==> src/rtl/instr_fetch_pkg.sv <==
// Shared fetch/decode definitions: opcodes, instruction types, fetch FSM states and reset PC.
// Latency: none (types and constants only).
// Backpressure: not applicable. S_FAULT exists only when FETCH_MISALIGN_TRAP_EN is defined.
package instr_fetch_pkg;

   // Major opcodes seen by decode
   typedef enum logic [6:0] {
      OPC_LOAD   = 7'b0000011,
      OPC_OP_IMM = 7'b0010011,
      OPC_AUIPC  = 7'b0010111,
      OPC_STORE  = 7'b0100011,
      OPC_OP     = 7'b0110011,
      OPC_LUI    = 7'b0110111,
      OPC_BRANCH = 7'b1100011,
      OPC_JALR   = 7'b1100111,
      OPC_JAL    = 7'b1101111,
      OPC_SYSTEM = 7'b1110011
   } opcode_e;

   // Instruction encoding formats
   typedef enum logic [2:0] {
      ITYPE_R,
      ITYPE_I,
      ITYPE_S,
      ITYPE_B,
      ITYPE_U,
      ITYPE_J
   } instr_type_e;

   // Fetch FSM encodings
   typedef enum logic [1:0] {
      S_IDLE  = 2'd0,
      S_FETCH = 2'd1
`ifdef FETCH_MISALIGN_TRAP_EN
      ,
      S_FAULT = 2'd2
`endif
   } fetch_state_e;

   // Default first fetch address
   localparam logic [31:0] RESET_PC_DEFAULT = 32'h0000_0000;

endpackage

==> src/rtl/instr_fetch_fifo.sv <==
// fetch_fifo: synchronous instruction queue holding {pc, instruction} entries, with flush and occupancy count.
// Latency: a push is visible at the head the cycle after it is written.
// Backpressure: none internally; the caller never pushes when full nor pops when empty.
module fetch_fifo #(
   parameter int unsigned W     = 64,
   parameter int unsigned DEPTH = 4
) (
   input  logic                       clk_i,
   input  logic                       rst_ni,
   input  logic                       flush_i,
   input  logic                       push_i,
   input  logic [W-1:0]               data_i,
   input  logic                       pop_i,
   output logic [W-1:0]               data_o,
   output logic                       empty_o,
   output logic [$clog2(DEPTH):0]     count_o
);
   localparam int unsigned AW = $clog2(DEPTH);

   logic [W-1:0]  mem_q [DEPTH];
   logic [AW-1:0] wr_ptr_q;
   logic [AW-1:0] rd_ptr_q;
   logic [AW:0]   cnt_q;

   // Storage write; contents need no reset because the count gates visibility
   always_ff @(posedge clk_i) begin
      if (push_i) begin
         mem_q[wr_ptr_q] <= data_i;
      end
   end

   // Pointers and occupancy; flush empties the queue and wins over push/pop
   always_ff @(posedge clk_i or negedge rst_ni) begin
      if (!rst_ni) begin
         wr_ptr_q <= '0;
         rd_ptr_q <= '0;
         cnt_q    <= '0;
      end else if (flush_i) begin
         wr_ptr_q <= '0;
         rd_ptr_q <= '0;
         cnt_q    <= '0;
      end else begin
         if (push_i) begin
            wr_ptr_q <= wr_ptr_q + AW'(1);
         end
         if (pop_i) begin
            rd_ptr_q <= rd_ptr_q + AW'(1);
         end
         cnt_q <= cnt_q + (AW+1)'(push_i) - (AW+1)'(pop_i);
      end
   end

   assign data_o  = mem_q[rd_ptr_q];
   assign empty_o = (cnt_q == '0);
   assign count_o = cnt_q;

endmodule

==> src/rtl/instr_fetch.sv <==
// Instruction fetch: in-order imem requests, response queue, {pc, instruction} handed to decode.
// Latency: first request one cycle after enable; a response returning in cycle t shows on o_valid at t+1.
// Backpressure: requests stop once outstanding + queued reaches FIFO_DEPTH; i_ready=0 holds the head.
// Option: FETCH_MISALIGN_TRAP_EN adds o_fault and the S_FAULT state for misaligned redirect targets.
module instr_fetch
   import instr_fetch_pkg::*;
#(
   parameter int unsigned        N_param    = 32,
   parameter int unsigned        FIFO_DEPTH = 4,
   parameter logic [N_param-1:0] RESET_PC   = N_param'(RESET_PC_DEFAULT)
) (
   input  logic               i_clk,
   input  logic               i_rst_n,
   input  logic               i_en,
   output logic               o_imem_req,
   output logic [N_param-1:0] o_imem_addr,
   input  logic               i_imem_gnt,
   input  logic               i_imem_rvalid,
   input  logic [N_param-1:0] i_imem_rdata,
   output logic               o_valid,
   input  logic               i_ready,
   output logic [N_param-1:0] o_instruction,
   output logic [N_param-1:0] o_pc,
   input  logic               i_redirect,
   input  logic [N_param-1:0] i_redirect_pc
`ifdef FETCH_MISALIGN_TRAP_EN
   ,
   output logic               o_fault
`endif
);
   localparam int unsigned   CW      = $clog2(FIFO_DEPTH) + 1;
   localparam int unsigned   DW      = 2 * N_param;
   localparam logic [CW:0]   DEPTH_C = (CW+1)'(FIFO_DEPTH);

   fetch_state_e       state_q, state_d;
   logic [N_param-1:0] pc_q, pc_d;
   logic [N_param-1:0] rsp_pc_q, rsp_pc_d;
   logic [CW-1:0]      outst_q, outst_d;
   logic [CW-1:0]      drop_q, drop_d;
   logic [CW-1:0]      fifo_cnt;
   logic [N_param-1:0] redir_pc;
   logic               req;
   logic               gnt_fire;
   logic               push;
   logic               pop;
   logic               flush;
   logic               fifo_empty;
   logic [DW-1:0]      head;

`ifdef FETCH_MISALIGN_TRAP_EN
   logic redir_misaligned;
   assign redir_pc         = i_redirect_pc;
   assign redir_misaligned = |i_redirect_pc[1:0];
   assign o_fault          = (state_q == S_FAULT);
`else
   // Without the trap, targets are word-aligned by clearing the low two bits
   assign redir_pc = i_redirect_pc & ~N_param'(3);
`endif

   // Next FSM state and request qualification; a redirect keeps an active fetch running
   always_comb begin
      state_d = state_q;
      req     = 1'b0;
      case (state_q)
         S_IDLE: begin
            if (i_en) state_d = S_FETCH;
         end
         S_FETCH: begin
            req = ({1'b0, outst_q} + {1'b0, fifo_cnt}) < DEPTH_C;
            if (!i_en) state_d = S_IDLE;
         end
`ifdef FETCH_MISALIGN_TRAP_EN
         S_FAULT: begin
            state_d = S_FAULT;
         end
`endif
         default: state_d = S_IDLE;
      endcase
      if (i_redirect) begin
         if (state_q == S_FETCH) state_d = S_FETCH;
`ifdef FETCH_MISALIGN_TRAP_EN
         if (redir_misaligned) begin
            state_d = S_FAULT;
         end else if (state_q == S_FAULT) begin
            state_d = S_FETCH;
         end
`endif
      end
   end

   assign o_imem_req  = req;
   assign o_imem_addr = pc_q;
   assign gnt_fire    = req & i_imem_gnt;

   // Fetch PC, response PC, in-flight/drop counters and queue control; redirect has priority
   always_comb begin
      pc_d     = pc_q;
      rsp_pc_d = rsp_pc_q;
      outst_d  = outst_q + CW'(gnt_fire) - CW'(i_imem_rvalid);
      drop_d   = drop_q;
      push     = 1'b0;
      flush    = 1'b0;
      pop      = o_valid & i_ready & ~i_redirect;
      if (gnt_fire) begin
         pc_d = pc_q + N_param'(4);
      end
      if (i_redirect) begin
         // Everything still in flight after this cycle belongs to the old path
         flush    = 1'b1;
         pc_d     = redir_pc;
         rsp_pc_d = redir_pc;
         drop_d   = outst_d;
      end else if (i_imem_rvalid) begin
         if (drop_q != '0) begin
            drop_d = drop_q - CW'(1);
         end else begin
            push     = 1'b1;
            rsp_pc_d = rsp_pc_q + N_param'(4);
         end
      end
   end

   // State registers
   always_ff @(posedge i_clk or negedge i_rst_n) begin
      if (!i_rst_n) begin
         state_q  <= S_IDLE;
         pc_q     <= RESET_PC;
         rsp_pc_q <= RESET_PC;
         outst_q  <= '0;
         drop_q   <= '0;
      end else begin
         state_q  <= state_d;
         pc_q     <= pc_d;
         rsp_pc_q <= rsp_pc_d;
         outst_q  <= outst_d;
         drop_q   <= drop_d;
      end
   end

   fetch_fifo #(
      .W     (DW),
      .DEPTH (FIFO_DEPTH)
   ) u_fifo (
      .clk_i   (i_clk),
      .rst_ni  (i_rst_n),
      .flush_i (flush),
      .push_i  (push),
      .data_i  ({rsp_pc_q, i_imem_rdata}),
      .pop_i   (pop),
      .data_o  (head),
      .empty_o (fifo_empty),
      .count_o (fifo_cnt)
   );

   assign o_valid       = ~fifo_empty;
   assign o_pc          = o_valid ? head[DW-1:N_param] : '0;
   assign o_instruction = o_valid ? head[N_param-1:0]  : '0;

endmodule

==> config.mk <==
export PLATFORM = sky130hd
export DESIGN_NAME = instr_fetch
export DESIGN_NICKNAME = d
export VERILOG_FILES = /design/src/rtl/instr_fetch_pkg.sv /design/src/rtl/instr_fetch_fifo.sv /design/src/rtl/instr_fetch.sv
export SDC_FILE = /design/constraint.sdc
export NUM_CORES = 1
export LEC_CHECK = 0
export ABC_AREA = 1
export CAP_MARGIN = 40
export CORE_MARGIN = 3
export CORE_UTILIZATION = 53
export DETAILED_ROUTE_END_ITERATION = 12
export GPL_TIMING_DRIVEN = 0
export PLACE_DENSITY = 0.81
export SLEW_MARGIN = 10
export SYNTH_ARGS = -nofsm -noshare
export SYNTH_HDL_FRONTEND = slang
export SYNTH_SLANG_ARGS = --single-unit
==> constraint.sdc <==
create_clock -name i_clk -period 5 [get_ports i_clk]
set_input_delay 1 -clock i_clk [delete_from_list [all_inputs] [get_ports i_clk]]
set_output_delay 1 -clock i_clk [all_outputs]
set_load 0.1 [all_outputs]
==> insert_results.sql <==
INSERT INTO impl_metrics (metric_group, metric, value, unit) VALUES
('placed_design', 'place.gp.congestion', '0.936', ''),
('flow_run', 'drv.max_cap_violation_count', '0', ''),
('placed_design', 'dp_slack', '0.913', 'ns'),
('power_and_ir_drop', 'netSwitchingPower', '4.69', 'mW'),
('hold_path', 'min-delay-path-class', 'primary input to async pin', ''),
('synth', 'yosys_register_bits', '323', ''),
('power_and_ir_drop', 'total_leakage_power', '7.47', 'nW'),
('sta', 'timing.final.ws_setup', '0.782', 'ns'),
('power_and_ir_drop', 'cell_internal_pwr', '6.16', 'mW'),
('finish', 'flow.area_growth_from_synthesis', '33.7', '%'),
('sta', 'tns', '0', 'ns'),
('detailed_routing', 'routed_wl', '41.8', 'mm'),
('detailed_routing', 'routed-via-count', '12200', ''),
('sta', 'finalSetupViolCount', '0', ''),
('sta', 'tightestPinTransition', '0.806', 'ns'),
('setup_path', 'sum_of_buffers_and_inverters_on_the_critical_path', '6', ''),
('sta', 'relSlewSlack', '46.1', '%'),
('sta', 'fin_skew', '0.0172', 'ns'),
('setup_path', 'critical-path-top-delay-family', 'buffers and inverters', ''),
('sta', 'slew_viol_final', '0', ''),
('floorplanning', 'die_area', '29500', 'sq um'),
('synth', 'netlist-cell-type-count', '38', ''),
('floorplanning', 'core_area', '27000', 'sq um'),
('synth', 'synthCells', '1466', ''),
('cts', 'worst_skew_late_latency', '0.52', 'ns'),
('floorplanning', 'floorplan.initialDensity', '54.0', '%'),
('synth', 'avgSynthCellArea', '9.94', 'sq um'),
('detailed_routing', 'firstDrtPassIters', '6', ''),
('floorplanning', 'die-height', '172', 'um'),
('synth', 'ys_dominant_reg_cell', 'edfxtp_1', ''),
('power_and_ir_drop', 'comb_power_share', '47.4', '%'),
('setup_path', 'max_stage_delay', '0.55', 'ns'),
('synth', 'share_of_synthesized_registers_carrying_an_async_set_or_reset', '23.2', '%'),
('finish', 'layout.core_utilization', '72.3', '%'),
('cts', 'post_cts_resize_count', '0', ''),
('finish', 'net_count_reported_at_finish', '1859', ''),
('status', 'status', 'finished clean', ''),
('setup_path', 'critical_path.endpoint_type', 'output pin', ''),
('power_and_ir_drop', 'power-per-cell-area', '557', 'nW/um^2'),
('setup_path', 'critPathRequiredTime', '4.00', 'ns'),
('synth', 'synth.yosys.seq_area_share', '64.0', '%'),
('finish', 'antenna_cells', '0', ''),
('placed_design', 'post-dp-hpwl', '28.0', 'mm'),
('detailed_routing', 'detail_route.wl_per_cell', '19.6', 'um'),
('power_and_ir_drop', 'power.share.sequential', '30.6', '%'),
('cts', 'clock_tree.buffer_depth', '3', ''),
('sta', 'timing.final.crit_share', '84.4', '%'),
('detailed_routing', 'final_antenna_violating_net_count', '0', ''),
('power_and_ir_drop', 'pwr-share-clk', '22.0', '%'),
('power_and_ir_drop', 'switching_share', '43.2', '%'),
('synth', 'yosysWarningCount', '0', ''),
('power_and_ir_drop', 'max-vdd-ir-drop', '0.278', 'mV'),
('finish', 'drive_gt1_share', '11.3', '%'),
('setup_path', 'path_class', 'flop to output pin', ''),
('cts', 'cts_root_buf', 'clkbuf_16', ''),
('sta', 'max_freq', '237', 'MHz'),
('global_routing', 'grt_start_max_net_pins', '62', ''),
('global_routing', 'gr-total-overflow', '0', ''),
('setup_path', 'timing.critical_path.arrival', '3.22', 'ns'),
('detailed_routing', 'detail_route.vias_per_cell', '5.71', ''),
('cts', 'cts_inserted_buffers', '34', ''),
('global_routing', 'vias_in_the_first_global_route', '12300', ''),
('cts', 'numClockSinks', '323', ''),
('setup_path', 'timing.critical_path.from_type', 'flop', ''),
('global_routing', 'globalRouteTotalUtil', '28.3', '%'),
('synth', 'synth-edff-count', '248', ''),
('setup_path', 'highest_fanout_seen_on_the_critical_path', '10', ''),
('cts', 'post_cts_hold_buffer_count', '0', ''),
('placed_design', 'portBuffers', '162', ''),
('cts', 'clkTransAtPathRegs', '0.06', 'ns'),
('global_routing', 'grt_antenna_before_repair', '1', '');
==> layer usage <==
layer	vias up	track usage (%)	part of all wire [%]
li1	5552	-	-
met1	5731	36.3	38
met2	793	48.4	50
met3	127	5.22	9.6
met4	2	10.4	3.1
met5	-	0	0.036
==> cell usage in the layout, fill, tap and decap left out, types with 18 or more instances in the layout <==
master	count
clkbuf_16	35
nor2_1	322
buf_8	84
nand2_1	249
clkdlybuf4s50_1	161
dfrtp_1	75
clkbuf_1	44
edfxtp_1	248
o21ai_0	156
xor2_1	18
a21oi_1	75
nand3_1	61
inv_1	93
==> worst paths after layout <==
path                       slack (ns)                             to  cells past startpoint                           start
max reg2reg                      1.78  u_fifo.mem_q[3][58]$_DFFE_PP_                      8           drop_q[0]$_DFFE_PN0P_
max                              0.78              o_instruction[23]                      8  u_fifo.rd_ptr_q[0]$_DFFE_PN0P_
min reg2reg                      0.42           state_q[0]$_DFF_PN0_                      1            state_q[1]$_DFF_PN0_
min in group i_clk               0.42           state_q[0]$_DFF_PN0_                      1            state_q[1]$_DFF_PN0_
min                              0.36          drop_q[1]$_DFFE_PN0P_                      1                         i_rst_n
max in group asynchronous        4.05    o_imem_addr[16]$_DFFE_PN0N_                      2                         i_rst_n
==> synthesized netlist by cell type, drive strengths merged (2+ instances only) <==
library cell    n  area share [%]
nor2          336             8.9
nand2         252             6.5
edfxtp        248              51
o21ai         156             5.4
inv            95             2.4
a21oi          76             2.6
dfrtp          75              13
nand3          64             2.4
clkbuf         38            0.98
buf            26             1.0
xor2           18             1.1
ha             14             1.2
nor3           14            0.59
nand4          13            0.56
o211ai         12            0.62
xnor2          10            0.60
a31oi           5            0.21
o21bai          4            0.21
fa              2            0.27
o221ai          2            0.12
==> flip-flops by register name, summed over array words and instances, names as in the netlist <==
register	count
u_fifo.mem_q	248
o_imem_addr	30
rsp_pc_q	30
drop_q	3
outst_q	3
u_fifo.count_o	3
state_q	2
u_fifo.rd_ptr_q	2
u_fifo.wr_ptr_q	2
==> final cells by class <==
class	instances	area [sq um]	share of cell area (%)
inverter	96	365	1.88
multi-input combinational	987	4630	23.8
timing repair buffer	266	3390	17.4
clock buffer	45	953	4.89
clock inverter	15	105	0.539
sequential	323	9320	47.9
tap	341	427	2.19
buffer	64	288	1.48
==> cells by family (layout without fill, tap and decap cells) <==
family                   after synthesis  after routing  share of synthesized area [%]
AO/OA/AOI/OAI                        257            257                           9.31
adder cells (fa/ha/maj)               16             16                           1.48
AND/OR/NAND/NOR                      681            681                           19.0
flip-flops                           323            323                           64.0
other                                  1              5                         0.0257
buffers and inverters                160            486                           4.48
XOR/XNOR                              28             28                           1.68
==> power groups by stage <==
stage / Combinational [mW] / Clock (mW) / Sequential, mW
CTS: 5.14 / 2.39 / 3.31
floorplan: 2.79 / 0 / 3.53
finish: 5.14 / 2.38 / 3.32
global placement: 4.00 / 0 / 3.36
detailed placement: 5.09 / 0 / 3.36
global route: 5.37 / 2.51 / 3.34
==> metrics by stage <==
| step | total power [mW] | cells | hold WS, ns | area [sq um] |
|---|---|---|---|---|
| 2_1_floorplan | 6.33 | 1470 | 0.403 | 14600 |
| 3_3_place_gp | 7.37 | 1973 | 0.411 | 16600 |
| 3_5_place_dp | 8.46 | 2077 | 0.415 | 18400 |
| 4_1_cts | 10.9 | 2137 | 0.351 | 19500 |
| 5_1_grt | 11.2 | 2137 | 0.354 | 19500 |
| 6_report | 10.8 | 2137 | 0.355 | 19500 |
No activity file was read; power rests on OpenSTA's default activity.
